===== src/rtl/flash_audio_streamer.sv =====
// Flash-to-codec PCM streamer. A prefetching Avalon-MM reader fills a frame FIFO and a
// handshaking codec writer drains it; covers mono/stereo packing, attenuation and loop play.
module flash_audio_streamer #(
  parameter int unsigned ADDR_W     = 23,
  parameter int unsigned NUM_WORDS  = 1048576,
  parameter int unsigned FIFO_DEPTH = 8,
  parameter bit          STEREO     = 1'b0
) (
  input  logic              clk,
  input  logic              reset,
  input  logic              start,
  input  logic              abort,
  input  logic              loop,
  input  logic [3:0]        atten,
  output logic              busy,
  output logic              done,
  output logic [15:0]       underruns,
  output logic              flash_mem_read,
  output logic [ADDR_W-1:0] flash_mem_address,
  input  logic              flash_mem_waitrequest,
  input  logic [31:0]       flash_mem_readdata,
  input  logic              flash_mem_readdatavalid,
  input  logic              write_ready,
  output logic              write_s,
  output logic [15:0]       writedata_left,
  output logic [15:0]       writedata_right
);

  localparam int unsigned PTR_W = (FIFO_DEPTH > 1) ? $clog2(FIFO_DEPTH) : 1;
  localparam int unsigned CNT_W = PTR_W + 1;
  localparam int unsigned FPW   = STEREO ? 1 : 2;
  localparam logic [ADDR_W-1:0] LAST_ADDR = ADDR_W'(NUM_WORDS - 1);

  typedef enum logic [2:0] {R_IDLE, R_REQ, R_DATA, R_PUSH0, R_PUSH1} r_state_e;
  typedef enum logic [1:0] {W_IDLE, W_SEND, W_ACK} w_state_e;

  r_state_e          r_state_q;
  w_state_e          w_state_q;
  logic [ADDR_W-1:0] addr_q;
  logic              rd_q, busy_q, done_q, end_q, abort_pend_q;
  logic [31:0]       word_q;
  logic [31:0]       mem_q [FIFO_DEPTH];
  logic [PTR_W-1:0]  wr_ptr_q, rd_ptr_q;
  logic [CNT_W-1:0]  count_q;
  logic              ws_q, rdy_prev_q;
  logic [15:0]       left_q, right_q, underruns_q;

  logic        inflight_c, flush_c, start_ok_c, done_c, space_ok_c;
  logic        push_c, pop_c, last_push_c, underrun_c, fifo_empty_c;
  logic [15:0] sample_c;
  logic [31:0] frame_c;

  function automatic logic [15:0] scale(input logic [15:0] s, input logic [3:0] sh);
    return 16'($signed(s) >>> sh);
  endfunction

  // A read already on the bus must complete before an abort can flush.
  always_comb begin
    fifo_empty_c = (count_q == '0);
    inflight_c   = (r_state_q == R_REQ) || (r_state_q == R_DATA);
    flush_c      = (abort && !inflight_c) ||
                   ((r_state_q == R_DATA) && flash_mem_readdatavalid && (abort || abort_pend_q));
    start_ok_c   = start && !abort && !busy_q;
    done_c       = busy_q && end_q && fifo_empty_c && (w_state_q == W_IDLE) && !abort;
    space_ok_c   = (count_q <= CNT_W'(FIFO_DEPTH - FPW));
    push_c       = ((r_state_q == R_PUSH0) || (r_state_q == R_PUSH1)) && !flush_c;
    last_push_c  = STEREO ? (r_state_q == R_PUSH0) : (r_state_q == R_PUSH1);
    pop_c        = (w_state_q == W_IDLE) && write_ready && !fifo_empty_c && !flush_c;
    underrun_c   = (w_state_q == W_IDLE) && busy_q && write_ready && !rdy_prev_q && fifo_empty_c;
    sample_c     = (r_state_q == R_PUSH1) ? word_q[31:16] : word_q[15:0];
    if (STEREO) frame_c = {scale(word_q[15:0], atten), scale(word_q[31:16], atten)};
    else        frame_c = {scale(sample_c, atten), scale(sample_c, atten)};
  end

  // Reader FSM and play control.
  always_ff @(posedge clk or posedge reset) begin
    if (reset) begin
      r_state_q    <= R_IDLE;
      addr_q       <= '0;
      rd_q         <= 1'b0;
      word_q       <= '0;
      busy_q       <= 1'b0;
      done_q       <= 1'b0;
      end_q        <= 1'b0;
      abort_pend_q <= 1'b0;
    end else begin
      done_q <= 1'b0;
      if (flush_c) begin
        r_state_q    <= R_IDLE;
        addr_q       <= '0;
        rd_q         <= 1'b0;
        busy_q       <= 1'b0;
        end_q        <= 1'b0;
        abort_pend_q <= 1'b0;
      end else begin
        if (abort) abort_pend_q <= 1'b1;
        if (start_ok_c) begin
          busy_q <= 1'b1;
          end_q  <= 1'b0;
          addr_q <= '0;
        end
        if (done_c) begin
          busy_q <= 1'b0;
          done_q <= 1'b1;
          end_q  <= 1'b0;
        end
        case (r_state_q)
          R_IDLE: if (busy_q && !end_q && space_ok_c) begin
            r_state_q <= R_REQ;
            rd_q      <= 1'b1;
          end
          R_REQ: if (!flash_mem_waitrequest) begin
            r_state_q <= R_DATA;
            rd_q      <= 1'b0;
          end
          R_DATA: if (flash_mem_readdatavalid) begin
            word_q    <= flash_mem_readdata;
            r_state_q <= R_PUSH0;
          end
          R_PUSH0, R_PUSH1: begin
            if (!last_push_c) begin
              r_state_q <= R_PUSH1;
            end else begin
              r_state_q <= R_IDLE;
              if (addr_q == LAST_ADDR) begin
                addr_q <= '0;
                if (!loop) end_q <= 1'b1;
              end else begin
                addr_q <= addr_q + ADDR_W'(1);
              end
            end
          end
          default: r_state_q <= R_IDLE;
        endcase
      end
    end
  end

  // Frame FIFO pointers and occupancy.
  always_ff @(posedge clk or posedge reset) begin
    if (reset) begin
      wr_ptr_q <= '0;
      rd_ptr_q <= '0;
      count_q  <= '0;
    end else if (flush_c) begin
      wr_ptr_q <= '0;
      rd_ptr_q <= '0;
      count_q  <= '0;
    end else begin
      if (push_c) wr_ptr_q <= wr_ptr_q + PTR_W'(1);
      if (pop_c)  rd_ptr_q <= rd_ptr_q + PTR_W'(1);
      case ({push_c, pop_c})
        2'b10:   count_q <= count_q + CNT_W'(1);
        2'b01:   count_q <= count_q - CNT_W'(1);
        default: count_q <= count_q;
      endcase
    end
  end

  always_ff @(posedge clk) begin
    if (push_c) mem_q[wr_ptr_q] <= frame_c;
  end

  // Codec writer: the head is popped as the strobe is launched, so one accept = one pop.
  always_ff @(posedge clk or posedge reset) begin
    if (reset) begin
      w_state_q   <= W_IDLE;
      ws_q        <= 1'b0;
      left_q      <= '0;
      right_q     <= '0;
      rdy_prev_q  <= 1'b0;
      underruns_q <= '0;
    end else begin
      rdy_prev_q <= write_ready;
      if (start_ok_c)                                 underruns_q <= '0;
      else if (underrun_c && underruns_q != 16'hFFFF) underruns_q <= underruns_q + 16'd1;
      case (w_state_q)
        W_IDLE: if (pop_c) begin
          ws_q      <= 1'b1;
          left_q    <= mem_q[rd_ptr_q][31:16];
          right_q   <= mem_q[rd_ptr_q][15:0];
          w_state_q <= W_SEND;
        end
        W_SEND: w_state_q <= W_ACK;
        W_ACK: if (!write_ready) begin
          ws_q      <= 1'b0;
          w_state_q <= W_IDLE;
        end
        default: w_state_q <= W_IDLE;
      endcase
    end
  end

  assign busy              = busy_q;
  assign done              = done_q;
  assign underruns         = underruns_q;
  assign flash_mem_read    = rd_q;
  assign flash_mem_address = addr_q;
  assign write_s           = ws_q;
  assign writedata_left    = left_q;
  assign writedata_right   = right_q;

endmodule


===== config.mk =====
export PLATFORM = sky130hd
export DESIGN_NAME = flash_audio_streamer
export DESIGN_NICKNAME = d
export VERILOG_FILES = /design/src/rtl/flash_audio_streamer.sv
export SDC_FILE = /design/constraint.sdc
export NUM_CORES = 1
export LEC_CHECK = 0
export ABC_CLOCK_PERIOD_IN_PS = 4750
export CAP_MARGIN = 40
export CORE_MARGIN = 10
export CORE_UTILIZATION = 57
export CTS_CLUSTER_DIAMETER = 40
export CTS_CLUSTER_SIZE = 14
export DETAILED_ROUTE_END_ITERATION = 8
export HOLD_SLACK_MARGIN = 0.03
export PLACE_DENSITY = 0.8
export SYNTH_ARGS = -nofsm -noshare
export SYNTH_HDL_FRONTEND = slang
export SYNTH_SLANG_ARGS = --single-unit

===== constraint.sdc =====
create_clock -name clk -period 4.75 [get_ports clk]
set_input_delay 0.95 -clock clk [delete_from_list [all_inputs] [get_ports clk]]
set_output_delay 0.95 -clock clk [all_outputs]
set_load 0.005 [all_outputs]

# Word-level counts from Yosys, hierarchy flattened
# Memories as Yosys holds them, arrays and structs flattened. A register that Yosys moved wholly into a read port is not among the register bits.
# Cells that the tools add are included.
word_totals:
  reg_bits: 93
  ramBits: 256
  input_bits: 44
  output_inout_bits: 75
  word_cells: 135
  memories: 1
mem_list:
  columns: ["memory", "depth", "word_bits", "read_ports", "rd_clocked_by_memory_dff", "wr", "line_no", "rtl"]
  rows:
  - ["mem_q", 8, 32, 1, 1, 1, "42", "logic [31:0] mem_q [FIFO_DEPTH];"]
op_classes:
  addsub: 6
  magnitude_cmp: 1
  eq_ne: 15
  shift: 1
  muxes: 46
  n_bitwise: 1
  reduce_logical: 49
op_table:
  columns: ["cell", "n"]
  rows:
  - ["two-way mux 23 bit", 5]
  - ["two-way mux 16 bit", 3]
  - ["two-way mux 3 bit", 9]
  - ["adder 23 x 1 -> 23 bit (second input constant)", 1]
  - ["equality test 23 x 20 -> 1 bit (second input constant)", 1]
  - ["two-way mux 1 bit", 21]
  - ["logical AND 1 bit", 20]
  - ["adder 16 x 1 -> 16 bit (second input constant)", 1]
  - ["inequality test 16 bit (second input constant)", 1]
  - [">>> shifter 16 x 4 -> 16 bit", 1]
  - ["one-hot mux 3 bit (4 select lines)", 1]
  - ["AND reduction 3 bit", 4]
  - ["nonzero test 2 bit", 5]
  - ["inequality test 3 bit (second input constant)", 3]
  - ["nonzero test 3 bit", 3]
  - ["one-hot mux 4 bit (2 select lines)", 1]
  - ["zero test 1 bit", 7]
  - ["adder 3 x 1 -> 3 bit (second input constant)", 2]
  - ["equality test 3 x 2 -> 1 bit (second input constant)", 2]
  - ["one-hot mux 2 bit (3 select lines)", 1]
  - ["adder 4 x 1 -> 4 bit (second input constant)", 1]
  - ["equality test 2 x 1 -> 1 bit (second input constant)", 2]
  - ["equality test 2 bit (second input constant)", 2]
  - ["less-or-equal comparator 4 x 3 -> 1 bit (second input constant)", 1]
  - ["14 further kinds", 21]

# Longest topological paths before layout
# Gate-level depths: netlist (run 1).
depth:
  depth_word: 10
  ltp_mapped: 11
  ltp_nobuf: 9

# Worst setup path before layout (run 1)
# Ideal clock, no wire load.
synth_timing:
  path_type: "input to register"
  start: "input flash_mem_readdatavalid"
  end: "memory mem_q[1][15] (enable)"
  setup_ns: 0.413
  arrival_ns: 3.049
  required_ns: 4.337
  path_slack_ns: 1.288
  path_stages: 5
  path_buffers: 0
  path_cell_list: "o21a_1 -> o21ai_0 -> nand2_1 -> nor3b_1 -> nor3b_1"
synth_via:
  elab_chain_len: 7
synth_lines:
  columns: ["item", "line_no", "rtl"]
  rows:
  - ["from (decl)", "22", "input logic flash_mem_readdatavalid,"]
  - ["logical AND 1 bit (2 in a row)", "62", "((r_state_q == R_DATA) && flash_mem_readdatavalid && (abort || abort_pend_q));"]
  - ["logical OR 1 bit", "61", "flush_c = (abort && !inflight_c) ||"]
  - ["zero test 1 bit", "66", "push_c = ((r_state_q == R_PUSH0) || (r_state_q == R_PUSH1)) && !flush_c;"]
  - ["logical AND 1 bit", "66", null]
  - ["two-way mux 1 bit", "161", "if (push_c) mem_q[wr_ptr_q] <= frame_c;"]
  - ["two-way mux 1 bit (not written as such)", "161", null]
  - ["to (decl)", "42", null]
# No other way between the ends.

# Final worst setup path (run 1)
layout_timing:
  start: "input write_ready"
  end: "register count_q[3]"
layout_via:
  elab_chain_len: 6
  word_cells_on_any_way: 8
  classes_between: "2 x eq/ne; 2 x mux; 4 x reduce/logical"
layout_lines:
  columns: ["item", "line_no", "rtl"]
  rows:
  - ["from (decl)", "23", "input logic write_ready,"]
  - ["logical AND 1 bit * (3 in a row)", "68", "pop_c = (w_state_q == W_IDLE) && write_ready && !fifo_empty_c && !flush_c;"]
  - ["equality test 2 x 1 -> 1 bit or equality test 2 bit (tied branches)", "152", "case ({push_c, pop_c})"]
  - ["one-hot mux 4 bit (2 select lines)", "152", null]
  - ["two-way mux 4 bit", "145", "end else if (flush_c) begin"]
  - ["to (signal assigned)", "153", "2'b10: count_q <= count_q + CNT_W'(1);"]
  - ["to (signal assigned)", "154", "2'b01: count_q <= count_q - CNT_W'(1);"]
  - ["to (signal assigned)", "155", "default: count_q <= count_q;"]
  - ["to (decl)", "44", "logic [CNT_W-1:0] count_q;"]
# Mark *: on every way between the ends. The rest lies on a longest branch, timed or not.
# A chain may end at the register's enable or synchronous reset.

==> impl_metrics.csv, run 1 <==
group,metric,value,unit
outcome,outcome,"complete, no violations",
placed_design,port_buffers,118,
pwr,switching_power,0.00220,W
worst_setup_path,crit_slowest_cell,"clkdlybuf4s50_1",
worst_setup_path,crit_end,"count_q[3]$_DFFE_PP0P_",
pwr,comb_power_share,0.290,
global_route,grt_overflow,0,
synthesis,synth_seq_area_share,0.578,
finish,drive_gt1_frac,0.202,
cts,clock_path_buffers,3,
floorplan,io_pins,119,
synthesis,synth_top_area_cell,"edfxtp_1",
detailed_routing,via_per_inst,5.96,
finish,nNetsFinal,968,
detailed_routing,wl_per_cell,20.3,um
min_path,hp-class,"reg -> reg",
global_route,grt_use_met3,0.0425,
worst_setup_path,rr_startpoint,"r_state_q[0]$_DFFE_PP0P_",
global_route,grt_max_degree,61,
cts,h-tree-depth,1,
worst_setup_path,endpoint_kind,"flip-flop",
floorplan,placementRows,51,
global_route,antenna_found_initial,1,
worst_setup_path,cpPeakStageDelay,550,ps
synthesis,synth_area_per_cell,14.1,um^2
sta,final.setup.tns,0,ps
cts,clock_latency,540,ps
sta,setup_violations,0,
cts,clk_pin_slew,60,ps
finish,n_antenna_cell,0,
placed_design,dp.final_hpwl,16000,um
global_route,busiest_layer,"met2",
cts,cts_resized,0,
worst_setup_path,worstPathArrival,3740,ps
pwr,intPower,0.00509,W
synthesis,synth_edf_count,128,
finish,layoutNonFillerInstCount,1206,
cts,post_cts_buffers,0,
global_route,grt_util_all_layers,0.186,
synthesis,synth_seq_cells,237,
cts,cts_tree,"yes",
pwr,p_leak,5.21,nW
worst_setup_path,path_cells,"clkdlybuf4s50_1, or3b_1, nor2_1, nand3_1, buf_4, nor2_1, ha_1, o21a_1, o32ai_1, xnor2_1, nor2_1",
detailed_routing,drc,0,
synthesis,ys_top_cells_by_area,"edfxtp_1, dfrtp_1, mux4_2",
floorplan,die-area,26000,um^2
synthesis,netlist.area_leader.share,0.338,
sta,tightest_slew,882,ps
detailed_routing,ant_nets,0,
cts,root_buffer,"clkbuf_16",
sta,rsz0062_at_grt,"no",
detailed_routing,drt_pass1_iterations,4,
synthesis,syn_area,11400,um^2
worst_setup_path,cp_max_fo,35,
pwr,swShare,0.302,
worst_setup_path,cp.required,5150,ps
detailed_routing,routed_wl,24500,um
placed_design,place_inst,1148,
global_route,grtUsageMet1,0.249,
synthesis,synth_warnings,0,
synthesis,syn_nets,856,
sta,post-route-period-util,0.703,
worst_setup_path,reg2reg_setup_slack,1640,ps
sta,hold_viol,0,
pwr,peakVddDrop,0.311,mV
synthesis,synth_cells,806,
synthesis,synthFlopType,"edfxtp_1",
global_route,grt_pass1_wl,40100,um
worst_setup_path,cp-start-kind,"primary input",
worst_setup_path,r2r-end,"mem_q[2][16]$_DFFE_PP_",
worst_setup_path,path_common_cell,"nor2_1",
global_route,use_met2,0.306,
detailed_routing,vias,7193,
synthesis,ys_async_sr_fraction,0.460,
placed_design,gp_congestion,0.815,
sta,fmax,0.300,GHz
synthesis,ys_types,69,
sta,finClkSkew,15.8,ps
pwr,pwr-share-seq,0.402,
cts,clock-sinks,237,
floorplan,die_y,161,um
sta,slew_viol_final,0,
worst_setup_path,critPathKind,"in -> reg",
finish,area_growth,21.0,%
worst_setup_path,reg2reg_depth,6,
floorplan,die_x,161,um
detailed_routing,drt_iter0_markers,434,
worst_setup_path,critPathLaunch,"write_ready",
sta,slew-limit-headroom,0.409,
job,maxCapViolations,0,
global_route,grt_pass1_vias,7430,
finish,fin_area,13700,um^2
finish,fill_cells,1343,
pwr,power_density,530,nW/um^2
sta,period_minus_slack,3340,ps
placed_design,placed_area,12700,um^2
floorplan,core,19500,um^2
floorplan,initial_core_util,0.582,
cts,numCtsBuffers,30,
cts,hold_buffers,0,
pwr,p_clk_frac,0.309,
==> cells in the final DEF (no fill, tap or decap), drive strengths merged, types with 10 or more instances in the layout <==
cell / count
inv: 19
mux2i: 48
nand4: 14
edfxtp: 128
nand2: 55
mux2: 41
clkdlybuf4s50: 118
and3: 11
a21oi: 26
a31oi: 10
mux4: 50
dfrtp: 109
xor2: 10
buf: 26
o21ai: 44
nor2: 48
clkbuf: 36
nand3: 18
a311oi: 16
==> kinds of logic after synthesis <==
group           count (synthesis)  share of synthesized area
compound gates                126                     0.0730
xor+xnor                       16                     0.0123
fa+ha+maj                       6                    0.00661
buf+inv                        74                     0.0369
flops                         237                      0.578
mux                           139                      0.192
simple gates                  208                      0.101
==> layout make-up <==
class | instances | area (um^2) | area share
Multi-Input combinational cell | 495 | 4390 | 0.319
Clock buffer | 36 | 805 | 0.0585
Tap cell | 265 | 332 | 0.0241
Timing Repair Buffer | 144 | 1400 | 0.102
Inverter | 10 | 40.0 | 0.00291
Clock inverter | 19 | 210 | 0.0153
Sequential cell | 237 | 6570 | 0.478
==> routing by layer <==
layer	routed length [um]	share of wire
met1	10400	0.42
met2	12200	0.50
met3	1710	0.070
met4	295	0.012
met5	0	0
==> Yosys cell counts (6+ instances only) <==
cell type / count
xnor2_1: 6
nand2_1: 55
mux2i_1: 48
buf_4: 23
ha_1: 6
inv_1: 10
a21oi_1: 25
buf_1: 6
nand3_1: 18
mux2_2: 11
nor2_1: 48
buf_2: 13
or3_1: 6
nand4_1: 14
mux2_4: 30
clkbuf_1: 16
mux4_2: 50
xor2_1: 10
a311oi_1: 16
edfxtp_1: 128
a31oi_1: 9
o21ai_0: 44
dfrtp_1: 109
and3_1: 10
a41oi_1: 6
==> worst min-delay path by stage <==
stage                                   startpoint                        endpoint  cells after the start
finish              writedata_left[12]$_DFFE_PP0P_  writedata_left[12]$_DFFE_PP0P_                      2
global route                word_q[16]$_DFFE_PP0P_          word_q[16]$_DFFE_PP0P_                      1
CTS                 writedata_left[11]$_DFFE_PP0P_  writedata_left[11]$_DFFE_PP0P_                      2
detailed placement  writedata_left[11]$_DFFE_PP0P_  writedata_left[11]$_DFFE_PP0P_                      2
global placement     writedata_left[9]$_DFFE_PP0P_   writedata_left[9]$_DFFE_PP0P_                      2
floorplan                   word_q[16]$_DFFE_PP0P_          word_q[16]$_DFFE_PP0P_                      1
==> critical path, delay by kind of cell <==
kind,cells,cell delay [ps]
and+or+nand+nor,5,1130
buffers and inverters,2,820
AOI/OAI and AO/OA,2,380
adders and majority gates,1,300
xor gates and xnor gates,1,150
==> per-stage QoR <==
stage          setup slack, ps  utilization  hold slack (ps)  power, W
2_1_floorplan              926            -              476   0.00437
3_3_place_gp               970        0.648              482   0.00498
3_5_place_dp               898        0.651              495   0.00507
4_1_cts                   1390        0.703              508   0.00734
5_1_grt                   1200        0.704              533   0.00766
6_report                  1410        0.704              499   0.00729
==> power groups by stage <==
| stage | combinational, W | clock, W | sequential, W |
|---|---|---|---|
| final | 0.00211 | 0.00225 | 0.00293 |
| after global placement | 0.00199 | 0 | 0.00299 |
| after detailed placement | 0.00211 | 0 | 0.00296 |
| after global routing | 0.00232 | 0.00236 | 0.00298 |
| after CTS | 0.00213 | 0.00228 | 0.00293 |
| after floorplan | 0.00153 | 0 | 0.00284 |
==> flip-flops by register name, indices dropped and copies added, names as in the netlist, 2 cells and up <==
signal,flops
word_q,32
count_q,4
wr_ptr_q,3
mem_q,128
rd_ptr_q,3
flash_mem_address,23
r_state_q,3
writedata_left,15
w_state_q,2
underruns,16
(Power assumes the default switching activity.)
==> run 2, diff against run 1 <==
--- a/config.mk
+++ b/config.mk
@@ -5,7 +5,7 @@
 export SDC_FILE = /design/constraint.sdc
 export NUM_CORES = 1
 export LEC_CHECK = 0
-export ABC_CLOCK_PERIOD_IN_PS = 4750
+export ABC_CLOCK_PERIOD_IN_PS = 3200
 export CAP_MARGIN = 40
 export CORE_MARGIN = 10
 export CORE_UTILIZATION = 57
==> constraint.sdc (replaced) <==
create_clock -name clk -period 3.2 [get_ports clk]
set_input_delay 0.64 -clock clk [delete_from_list [all_inputs] [get_ports clk]]
set_output_delay 0.64 -clock clk [all_outputs]
set_load 0.005 [all_outputs]
==> impl_metrics.csv, run 2 (synthesis results as in run 1) <==
group,metric,value,unit
detailed_routing,drc,0,
worst_setup_path,worstPathArrival,3140,ps
placed_design,port_buffers,118,
sta,post-route-period-util,0.909,
cts,clk_pin_slew,60,ps
global_route,grt_util_all_layers,0.191,
floorplan,die-area,26000,um^2
worst_setup_path,cp_max_fo,26,
detailed_routing,drt_pass1_iterations,5,
cts,cts_tree,"yes",
worst_setup_path,crit_slowest_cell,"o21ai_0",
cts,clock-sinks,237,
worst_setup_path,crit_family,"multiplexers",
min_path,hp-class,"reg -> reg",
sta,period_minus_slack,2910,ps
pwr,p_leak,5.32,nW
pwr,intPower,0.00763,W
floorplan,core,19500,um^2
worst_setup_path,r2r-end,"mem_q[6][17]$_DFFE_PP_",
floorplan,placementRows,51,
detailed_routing,wl_met1,10500,um
cts,cts_resized,0,
worst_setup_path,cp.depth,5,
pwr,comb_power_share,0.295,
floorplan,die_x,161,um
floorplan,die_y,161,um
placed_design,placed_area,13000,um^2
finish,regArea,6570,um^2
pwr,peakVddDrop,0.506,mV
sta,finClkSkew,16.6,ps
worst_setup_path,cpPeakStageDelay,600,ps
finish,fin_area,14000,um^2
pwr,p_clk_frac,0.307,
worst_setup_path,cp.required,3430,ps
sta,final.setup.tns,0,ps
worst_setup_path,path_cells,"nor3b_4, buf_12, mux4_2, mux2_2, o21ai_0",
finish,fill_cells,1290,
sta,setup_violations,0,
finish,top_register,"mem_q",
finish,multiInputGateArea,4390,um^2
global_route,antenna_found_initial,0,
cts,h-tree-depth,1,
sta,slew-limit-headroom,0.406,
worst_setup_path,reg2reg_depth,5,
pwr,fin_total_pwr,0.0109,W
sta,hold_viol,0,
worst_setup_path,crit_end,"mem_q[6][17]$_DFFE_PP_",
finish,largest_reg_flops,128,
pwr,swShare,0.303,
finish,nNetsFinal,985,
worst_setup_path,reg2reg_setup_slack,290,ps
detailed_routing,wl_per_cell,20.4,um
finish,n_antenna_cell,0,
worst_setup_path,critPathLaunch,"r_state_q[2]$_DFFE_PP0P_",
detailed_routing,met2_length,12500,um
worst_setup_path,cp_num_buf_inv,1,
pwr,pwr-share-seq,0.397,
detailed_routing,wl_met3,1730,um
detailed_routing,routed_wl,25000,um
cts,post_cts_buffers,0,
sta,fmax,0.344,GHz
sta,tightest_slew,881,ps
detailed_routing,via_per_inst,5.96,
global_route,grt_overflow,0,
global_route,grt_pass1_wl,41200,um
cts,clock_path_buffers,3,
worst_setup_path,rr_startpoint,"r_state_q[2]$_DFFE_PP0P_",
floorplan,initial_core_util,0.582,
job,maxCapViolations,0,
placed_design,dp.final_hpwl,16600,um
cts,numCtsBuffers,31,
placed_design,gp_congestion,0.824,
sta,slew_viol_final,0,
global_route,grt_max_degree,47,
detailed_routing,ant_nets,0,
floorplan,io_pins,119,
worst_setup_path,endpoint_kind,"flip-flop",
worst_setup_path,cp-start-kind,"flip-flop",
cts,root_buffer,"clkbuf_16",
detailed_routing,vias,7300,
cts,clock_latency,540,ps
global_route,grt_pass1_vias,7612,
pwr,power_density,779,nW/um^2
pwr,switching_power,0.00331,W
finish,layout_commonest_cell,"edfxtp_1",
sta,rsz0062_at_grt,"no",
finish,drive_gt1_frac,0.220,
outcome,outcome,"complete, no violations",
detailed_routing,route.top_layer_used,"met4",
cts,hold_buffers,0,
worst_setup_path,critPathKind,"reg -> reg",
detailed_routing,drt_iter0_markers,389,
finish,layout_common_cells,"edfxtp_1, clkdlybuf4s50_1, dfrtp_1, nand2_1, mux4_2",
finish,area_growth,23.6,%
-- run 2: cell count changes in the layout (fill, tap and decap cells not counted), sizes merged --
cell / before / now
buf: 26 / 42
clkinvlp: 0 / 7
inv: 19 / 18
clkbuf: 36 / 34
clkinv: 8 / 6
-- run 2: stage by stage --
stage	setup slack [ps]	hold WS [ps]	util	std cells
after global routing	76.3	541	0.719	1224
after detailed placement	47.5	492	0.666	1166
after floorplan	22.4	476	-	806
after CTS	334	504	0.719	1223
after global placement	139	482	0.666	1166
final	292	499	0.719	1224
-- run 2: how the worst min path moves through the flow --
stage	start	end	slack, ps	cells past startpoint
after floorplan	word_q[16]$_DFFE_PP0P_	word_q[16]$_DFFE_PP0P_	480	1
after global placement	writedata_left[9]$_DFFE_PP0P_	writedata_left[9]$_DFFE_PP0P_	480	2
after detailed placement	writedata_left[14]$_DFFE_PP0P_	writedata_left[14]$_DFFE_PP0P_	490	2
after CTS	writedata_left[10]$_DFFE_PP0P_	writedata_left[10]$_DFFE_PP0P_	500	2
after global routing	word_q[16]$_DFFE_PP0P_	word_q[16]$_DFFE_PP0P_	540	1
final	writedata_left[10]$_DFFE_PP0P_	writedata_left[10]$_DFFE_PP0P_	500	2
-- run 2: final cells by class --
cell class	instances	area share
sequential	237	0.468
inverter	10	0.00294
multi-input combinational	495	0.312
tap	265	0.0236
clock inverter	23	0.0165
timing repair buffer	160	0.120
clock buffer	34	0.0568
-- run 2: worst min-delay path: cells and delay by family, from the launching register on --
kind / cells / cell delay, ps
AOI/OAI and AO/OA: 1 / 60
and+or+nand+nor: 1 / 50
DFF: 1 / 350
-- run 2: power groups by stage --
stage	clock (W)	combinational (W)	sequential [W]
CTS	0.00342	0.00326	0.00435
global route	0.00356	0.00355	0.00442
floorplan	0	0.00227	0.00421
detailed placement	0	0.00323	0.00440
global placement	0	0.00312	0.00437
finish	0.00336	0.00323	0.00435
-- run 2: routing by layer --
layer | vias up | GRT usage
met5 | - | 0
met3 | 25 | 0.0447
met2 | 230 | 0.320
met1 | 3673 | 0.250
li1 | 3372 | -
met4 | 0 | 0.0372
==> run 3, diff against run 2 <==
--- a/config.mk
+++ b/config.mk
@@ -5,6 +5,7 @@
 export SDC_FILE = /design/constraint.sdc
 export NUM_CORES = 1
 export LEC_CHECK = 0
+export ABC_AREA = 0
 export ABC_CLOCK_PERIOD_IN_PS = 3200
 export CAP_MARGIN = 40
 export CORE_MARGIN = 10
==> results of run 3 <==
The final DEF is identical to that of run 2; final timing and power are the same.
